### src/rtl/tile_rom_arb_pkg.sv
// Shared types and constants for the tile ROM arbiter.
// Holds the arbiter state encoding, the fill word returned on a watchdog
// timeout, default widths and a helper that sizes client index fields.
package tile_rom_arb_pkg;

    typedef enum logic [0:0] {
        IDLE = 1'b0,
        WAIT = 1'b1
    } arb_state_e;

    // Data handed back to a cache when the SDRAM never answers.
    localparam logic [31:0] TIMEOUT_FILL = 32'hDEADDEAD;

    localparam int DEF_NUM_CLIENTS    = 4;
    localparam int DEF_CLIENT_AW      = 18;
    localparam int DEF_SDRAM_AW       = 22;
    localparam int DEF_TIMEOUT_CYCLES = 255;

    // Width of a field that holds a client index 0..n-1 (at least 1 bit).
    function automatic int ptr_width(input int n);
        return (n > 1) ? $clog2(n) : 1;
    endfunction

endpackage

### src/rtl/tile_rom_arbiter_rr_picker.sv
// Combinational round-robin selector.
// Returns the first set bit of 'eligible' at or after 'rr_ptr', wrapping
// modulo NUM_CLIENTS, plus a flag telling whether any bit was set at all.
module rr_picker
    import tile_rom_arb_pkg::*;
#(
    parameter int NUM_CLIENTS = DEF_NUM_CLIENTS,
    parameter int PTR_W       = ptr_width(DEF_NUM_CLIENTS)
) (
    input  logic [NUM_CLIENTS-1:0] eligible,
    input  logic [PTR_W-1:0]       rr_ptr,
    output logic [PTR_W-1:0]       grant,
    output logic                   any_valid
);

    int         idx;
    logic [PTR_W-1:0] idx_w;

    // Scan from the farthest offset back to rr_ptr so the nearest hit wins.
    always_comb begin
        // NOTE: every output gets a default first, otherwise a path that
        // assigns nothing would make synthesis infer a latch.
        grant     = '0;
        any_valid = 1'b0;
        idx       = 0;
        idx_w     = '0;
        for (int off = NUM_CLIENTS - 1; off >= 0; off--) begin
            idx   = (int'(rr_ptr) + off) % NUM_CLIENTS;
            idx_w = PTR_W'(idx);
            if (eligible[idx_w]) begin
                grant     = idx_w;
                any_valid = 1'b1;
            end
        end
    end

endmodule

### src/rtl/tile_rom_arbiter.sv
// Tile ROM arbiter: merges the level-held ROM miss requests of the per-layer
// tile caches onto one SDRAM read channel, round-robin, one read in flight.
// A served request stays disarmed until its client drops cli_req, so a cache
// that keeps rom_req high after rom_valid is not served twice.
// Optional watchdog: define TILE_ROM_ARB_TIMEOUT_EN to abort a read after
// TIMEOUT_CYCLES WAIT cycles, return TIMEOUT_FILL and raise sticky timeout_err.
module tile_rom_arbiter
    import tile_rom_arb_pkg::*;
#(
    parameter int                NUM_CLIENTS    = DEF_NUM_CLIENTS,
    parameter int                CLIENT_AW      = DEF_CLIENT_AW,
    parameter int                SDRAM_AW       = DEF_SDRAM_AW,
    parameter logic [SDRAM_AW-1:0] ROM_BASE     = '0,
    parameter int                TIMEOUT_CYCLES = DEF_TIMEOUT_CYCLES
) (
    input  logic                           clk,
    input  logic                           reset_n,
    input  logic [NUM_CLIENTS-1:0]         cli_req,
    input  logic [NUM_CLIENTS*CLIENT_AW-1:0] cli_addr,
    output logic [NUM_CLIENTS-1:0]         cli_valid,
    output logic [31:0]                    cli_data,
    output logic                           sdram_req,
    output logic [SDRAM_AW-1:0]            sdram_addr,
    input  logic                           sdram_ack,
    input  logic [31:0]                    sdram_data,
    output logic                           busy
`ifdef TILE_ROM_ARB_TIMEOUT_EN
    ,
    output logic                           timeout_err
`endif
);

    localparam int PTR_W = ptr_width(NUM_CLIENTS);

    localparam logic [0:0] ST_IDLE = IDLE;
    localparam logic [0:0] ST_WAIT = WAIT;

    if (NUM_CLIENTS < 2 || NUM_CLIENTS > 8 || CLIENT_AW > SDRAM_AW || TIMEOUT_CYCLES < 1) begin : g_bad_params
        $error("tile_rom_arbiter: unsupported parameter combination");
    end

    logic [0:0]             state;
    logic [PTR_W-1:0]       rr_ptr;
    logic [PTR_W-1:0]       grant_q;
    logic [PTR_W-1:0]       rr_next;
    logic [NUM_CLIENTS-1:0] armed;
    logic [NUM_CLIENTS-1:0] eligible;
    logic [PTR_W-1:0]       pick;
    logic                   pick_valid;
    logic [CLIENT_AW-1:0]   pick_addr;
    logic                   timed_out;
    logic                   complete;
    logic [31:0]            rsp_data;

    assign eligible  = cli_req & armed;
    assign pick_addr = cli_addr[int'(pick)*CLIENT_AW +: CLIENT_AW];
    assign rr_next   = (grant_q == PTR_W'(NUM_CLIENTS - 1)) ? '0 : grant_q + 1'b1;
    assign busy      = (state != ST_IDLE);

    rr_picker #(
        .NUM_CLIENTS (NUM_CLIENTS),
        .PTR_W       (PTR_W)
    ) u_picker (
        .eligible  (eligible),
        .rr_ptr    (rr_ptr),
        .grant     (pick),
        .any_valid (pick_valid)
    );

`ifdef TILE_ROM_ARB_TIMEOUT_EN
    localparam int CNT_W = $clog2(TIMEOUT_CYCLES + 1);

    logic [CNT_W-1:0] wait_cnt;

    // The last permitted WAIT cycle ends without an ack: abort the read.
    assign timed_out = (state == ST_WAIT) && !sdram_ack
                       && (wait_cnt == CNT_W'(TIMEOUT_CYCLES - 1));

    // Count WAIT cycles of the current read; latch any timeout until reset.
    always_ff @(posedge clk) begin
        if (!reset_n) begin
            wait_cnt    <= '0;
            timeout_err <= 1'b0;
        end else begin
            if (state == ST_IDLE) begin
                wait_cnt <= '0;
            end else if (!complete) begin
                wait_cnt <= wait_cnt + 1'b1;
            end
            if (timed_out) begin
                timeout_err <= 1'b1;
            end
        end
    end
`else
    assign timed_out = 1'b0;
`endif

    // An ack always takes priority over a watchdog abort in the same cycle.
    assign complete = (state == ST_WAIT) && (sdram_ack || timed_out);
    assign rsp_data = sdram_ack ? sdram_data : TIMEOUT_FILL;

    // Grant in IDLE, wait for the read in WAIT, route the answer back.
    always_ff @(posedge clk) begin
        // NOTE: sequential state uses non-blocking assignments so every flop
        // sees pre-edge values no matter how the statements are ordered.
        if (!reset_n) begin
            state      <= ST_IDLE;
            sdram_req  <= 1'b0;
            sdram_addr <= '0;
            cli_valid  <= '0;
            cli_data   <= '0;
            rr_ptr     <= '0;
            grant_q    <= '0;
            armed      <= '1;
        end else begin
            cli_valid <= '0;
            armed     <= armed | ~cli_req;
            case (state)
                ST_IDLE: begin
                    if (pick_valid) begin
                        grant_q    <= pick;
                        sdram_addr <= ROM_BASE + SDRAM_AW'(pick_addr);
                        sdram_req  <= 1'b1;
                        state      <= ST_WAIT;
                    end
                end
                ST_WAIT: begin
                    if (complete) begin
                        sdram_req          <= 1'b0;
                        cli_data           <= rsp_data;
                        // A client that already dropped its request is re-armed
                        // at once; a client still holding it stays disarmed.
                        armed[grant_q]     <= ~cli_req[grant_q];
                        // A withdrawn client gets no pulse; the data is dropped.
                        cli_valid[grant_q] <= cli_req[grant_q];
                        rr_ptr             <= rr_next;
                        state              <= ST_IDLE;
                    end
                end
                default: state <= ST_IDLE;
            endcase
        end
    end

endmodule

### config.mk
export PLATFORM = sky130hd
export DESIGN_NAME = tile_rom_arbiter
export DESIGN_NICKNAME = d
export VERILOG_FILES = /design/src/rtl/tile_rom_arb_pkg.sv /design/src/rtl/tile_rom_arbiter_rr_picker.sv /design/src/rtl/tile_rom_arbiter.sv
export SDC_FILE = /design/constraint.sdc
export NUM_CORES = 1
export LEC_CHECK = 0
export BUFFER_PORTS_ARGS = -buffer_cell sky130_fd_sc_hd__buf_2
export CORE_UTILIZATION = 48
export CTS_CLUSTER_DIAMETER = 100
export DETAILED_ROUTE_END_ITERATION = 12
export HOLD_SLACK_MARGIN = 0.08
export PLACE_DENSITY = 0.94
export RECOVER_POWER = 50
export SETUP_SLACK_MARGIN = 0.05
export SLEW_MARGIN = 20
export SYNTH_ARGS = -nofsm -noshare
export SYNTH_HDL_FRONTEND = slang
export SYNTH_SLANG_ARGS = --single-unit
### constraint.sdc
create_clock -name clk -period 5.1 [get_ports clk]
set_input_delay 0 -clock clk [delete_from_list [all_inputs] [get_ports clk]]
set_output_delay 0 -clock clk [all_outputs]
set_load 0.01 [all_outputs]
==> flow_metrics.tcl <==
set metrics [dict create \
    crit_arrival_ns 3.63 \
    tns_ns 0 \
    utilization 0.8102 \
    leakage_uw 0.002101 \
    place_congestion 0.8079 \
    synth_top_cell_by_area "dfxtp_1" \
    wl_per_cell_um 17.74 \
    cts_buffers 9 \
    violations "max-capacitance violations, max-slew violations" \
    netlist.area_leader.share 0.4230 \
    required_ns 5.34 \
    num_vias 3506 \
    syn2layout_area_growth_pct 60.22 \
    hold_violations 0 \
    grt_pass1_vias 3487 \
    worst_ir_drop_vdd_uv 201.5 \
    syn_area_um2 3029 \
    clk_latency_ns 0.35 \
    drive_gt1_frac 0.2422 \
    p_per_area_nw_per_um2 275.2 \
    synth-main-ff-cell "dfxtp_1" \
    slew_headroom -0.02146 \
    dp_hpwl_um 5740 \
    grt_pass1_wl_um 17130 \
    stdcell_count 653 \
    fin_crit_ns 3.393 \
    dr.pass1.iters 5 \
    core-area_um2 5991 \
    cp-start-kind "flip-flop" \
    rr_worst_depth 8 \
    avgSynthCellArea_um2 9.349 \
    critPathKind "flip-flop to flip-flop" \
    maxCapViolCount 1 \
    boundaryPins 171 \
    viasPerCell 5.369 \
    worstMarginPinSlew_ns 1.532 \
    synthArstFlopShare 0 \
    synth.yosys.seq_area_share 0.4230 \
    totalWireLength_um 11580 \
    min_path_type "primary input to flip-flop" \
    die_y_um 81.44 \
    finalSetupViolCount 0 \
    maxSlewViolCount 36 \
    rsz0062_at_grt "false" \
    p_total_uw 1336 \
    dp_cells 547 \
    fin_crit_sh 0.6653 \
    htree_levels 3 \
    synth_area_leaders "dfxtp_1, mux2i_1, nand2_1" \
    status "finished, violations left" \
    drt-initial-drc-count 307 \
    fillers 397 \
    track_usage 0.3543 \
    num-nets-final 688 \
    drc 0 \
    postRouteAntennaNets 0 \
    antenna_found_initial 0 \
    cts_resized 0 \
    finalClockSkew_ns 0.007750 \
    dieArea_um2 6632 \
    cts_sinks 64 \
    multi_input_area_um2 1575 \
    endpoint_kind "flip-flop" \
    rows 28 \
    syn_inst 324 \
    io_buffers 166 \
    clock_tree.root_cell "clkbuf_8" \
    regArea_um2 1281 \
    cp_max_fo 37 \
    antenna_cells 0 \
    ys_types 35 \
    cts_tree "yes" \
    path_clk_slew_ns 0.08 \
    synth.ff_latch_count 64 \
    synth-edff-count 0 \
    cts.path.max_buffers 2 \
    min_delay_path_depth 3 \
    synth_warnings 0 \
    grt_max_degree 46 \
    fmax_mhz 294.7 \
    die_w_um 81.44 \
    start_util 0.5056 \
    grt_overflow 0 \
]
## where the power goes
part           internal (µW)  switching (µW)
Sequential               535            24.3
Combinational            169             155
Clock                    241             212
Total                    944             392
## state kept, by name (all words and copies together) (netlist names)
| name | count |
|---|---|
| cli_data | 32 |
| grant_q | 2 |
| cli_valid | 4 |
| rr_ptr | 2 |
| busy | 1 |
| sdram_addr | 18 |
| sdram_req | 1 |
| armed | 4 |
## timing repair
item                                   CTS  global route
hold buffers                            90             0
setup buffers                            0             0
endpoints found under the hold margin   53             0
## critical path, cell delays in order (launching register included)
cell	delay [ns]
dfxtp_1	0.37
and3_1	0.17
o311ai_1	0.25
a21boi_4	0.21
buf_4	0.53
mux2i_1	0.35
dlygate4sd3_1	0.64
o221ai_1	0.14
dlygate4sd3_1	0.61
## Yosys cell counts, types with 2 or more instances
master    number
buf_4          5
a21oi_1        6
a21boi_0      33
o221ai_1       9
buf_2          3
nand2_1       92
ha_1           4
clkbuf_1      13
or2b_1         2
dfxtp_1       64
o211a_1        2
o221ai_2       9
buf_12         3
and2_1         7
mux2i_1       36
inv_1          3
nor2_1         2
and3_1         6
nor2b_1        3
nand2b_1       3
o21ai_0        5
## layout make-up
class,instances,area share
Timing Repair Buffer,260,0.3475
Multi-Input combinational cell,235,0.3246
Sequential cell,64,0.2640
Clock buffer,10,0.02836
Tap cell,75,0.01933
Clock inverter,6,0.01392
Inverter,3,0.002320
## worst paths after layout
kind	start	to	slack, ns
worst max-delay path	rr_ptr[1]$_SDFFE_PN0P_	sdram_addr[2]$_SDFFE_PN0P_	1.71
worst min-delay path	cli_req[1]	busy$_SDFF_PN0_	0.13
worst max register to register	rr_ptr[1]$_SDFFE_PN0P_	sdram_addr[2]$_SDFFE_PN0P_	1.71
worst min register to register	cli_data[4]$_SDFFE_PN0P_	cli_data[4]$_SDFFE_PN0P_	0.47
## cells by family after synthesis
group           after synthesis  share of synthesized area
simple gates                118                     0.1677
mux                          37                     0.1276
other cells                   1                   0.001238
buf+inv                      28                    0.06072
compound gates               72                     0.2032
flops                        64                     0.4230
fa+ha+maj                     4                    0.01652
## through the flow
step / hold slack [ns] / area [µm²] / worst slack [ns]
finish: 0.1292 / 4853 / 1.707
global route: 0.1386 / 4853 / 1.536
CTS: 0.1164 / 4936 / 1.944
detailed placement: 0.2588 / 3830 / 2.977
global placement: 0.2506 / 3830 / 3.063
floorplan: 0.1449 / 3040 / 3.458
## layout by cell type, fill, tap and decap left out, types with 4 or more instances in the layout
| cell | instances |
|---|---|
| buf_2 | 109 |
| nand2_1 | 92 |
| dlygate4sd3_1 | 90 |
| dfxtp_1 | 64 |
| clkbuf_1 | 58 |
| mux2i_1 | 36 |
| a21boi_0 | 33 |
| clkbuf_8 | 10 |
| o221ai_1 | 9 |
| o221ai_2 | 9 |
| and2_1 | 7 |
| and3_1 | 6 |
| a21oi_1 | 6 |
| o21ai_0 | 5 |
| ha_1 | 4 |
| conb_1 | 4 |
## metal layers
layer / vias to the layer above / track usage / part of all wire
li1: 1617 / - / -
met1: 1603 / 0.3481 / 0.34
met2: 222 / 0.5925 / 0.50
met3: 64 / 0.1344 / 0.10
met4: 0 / 0.2893 / 0.062
met5: - / 0 / 0
(Power assumes the default switching activity.)
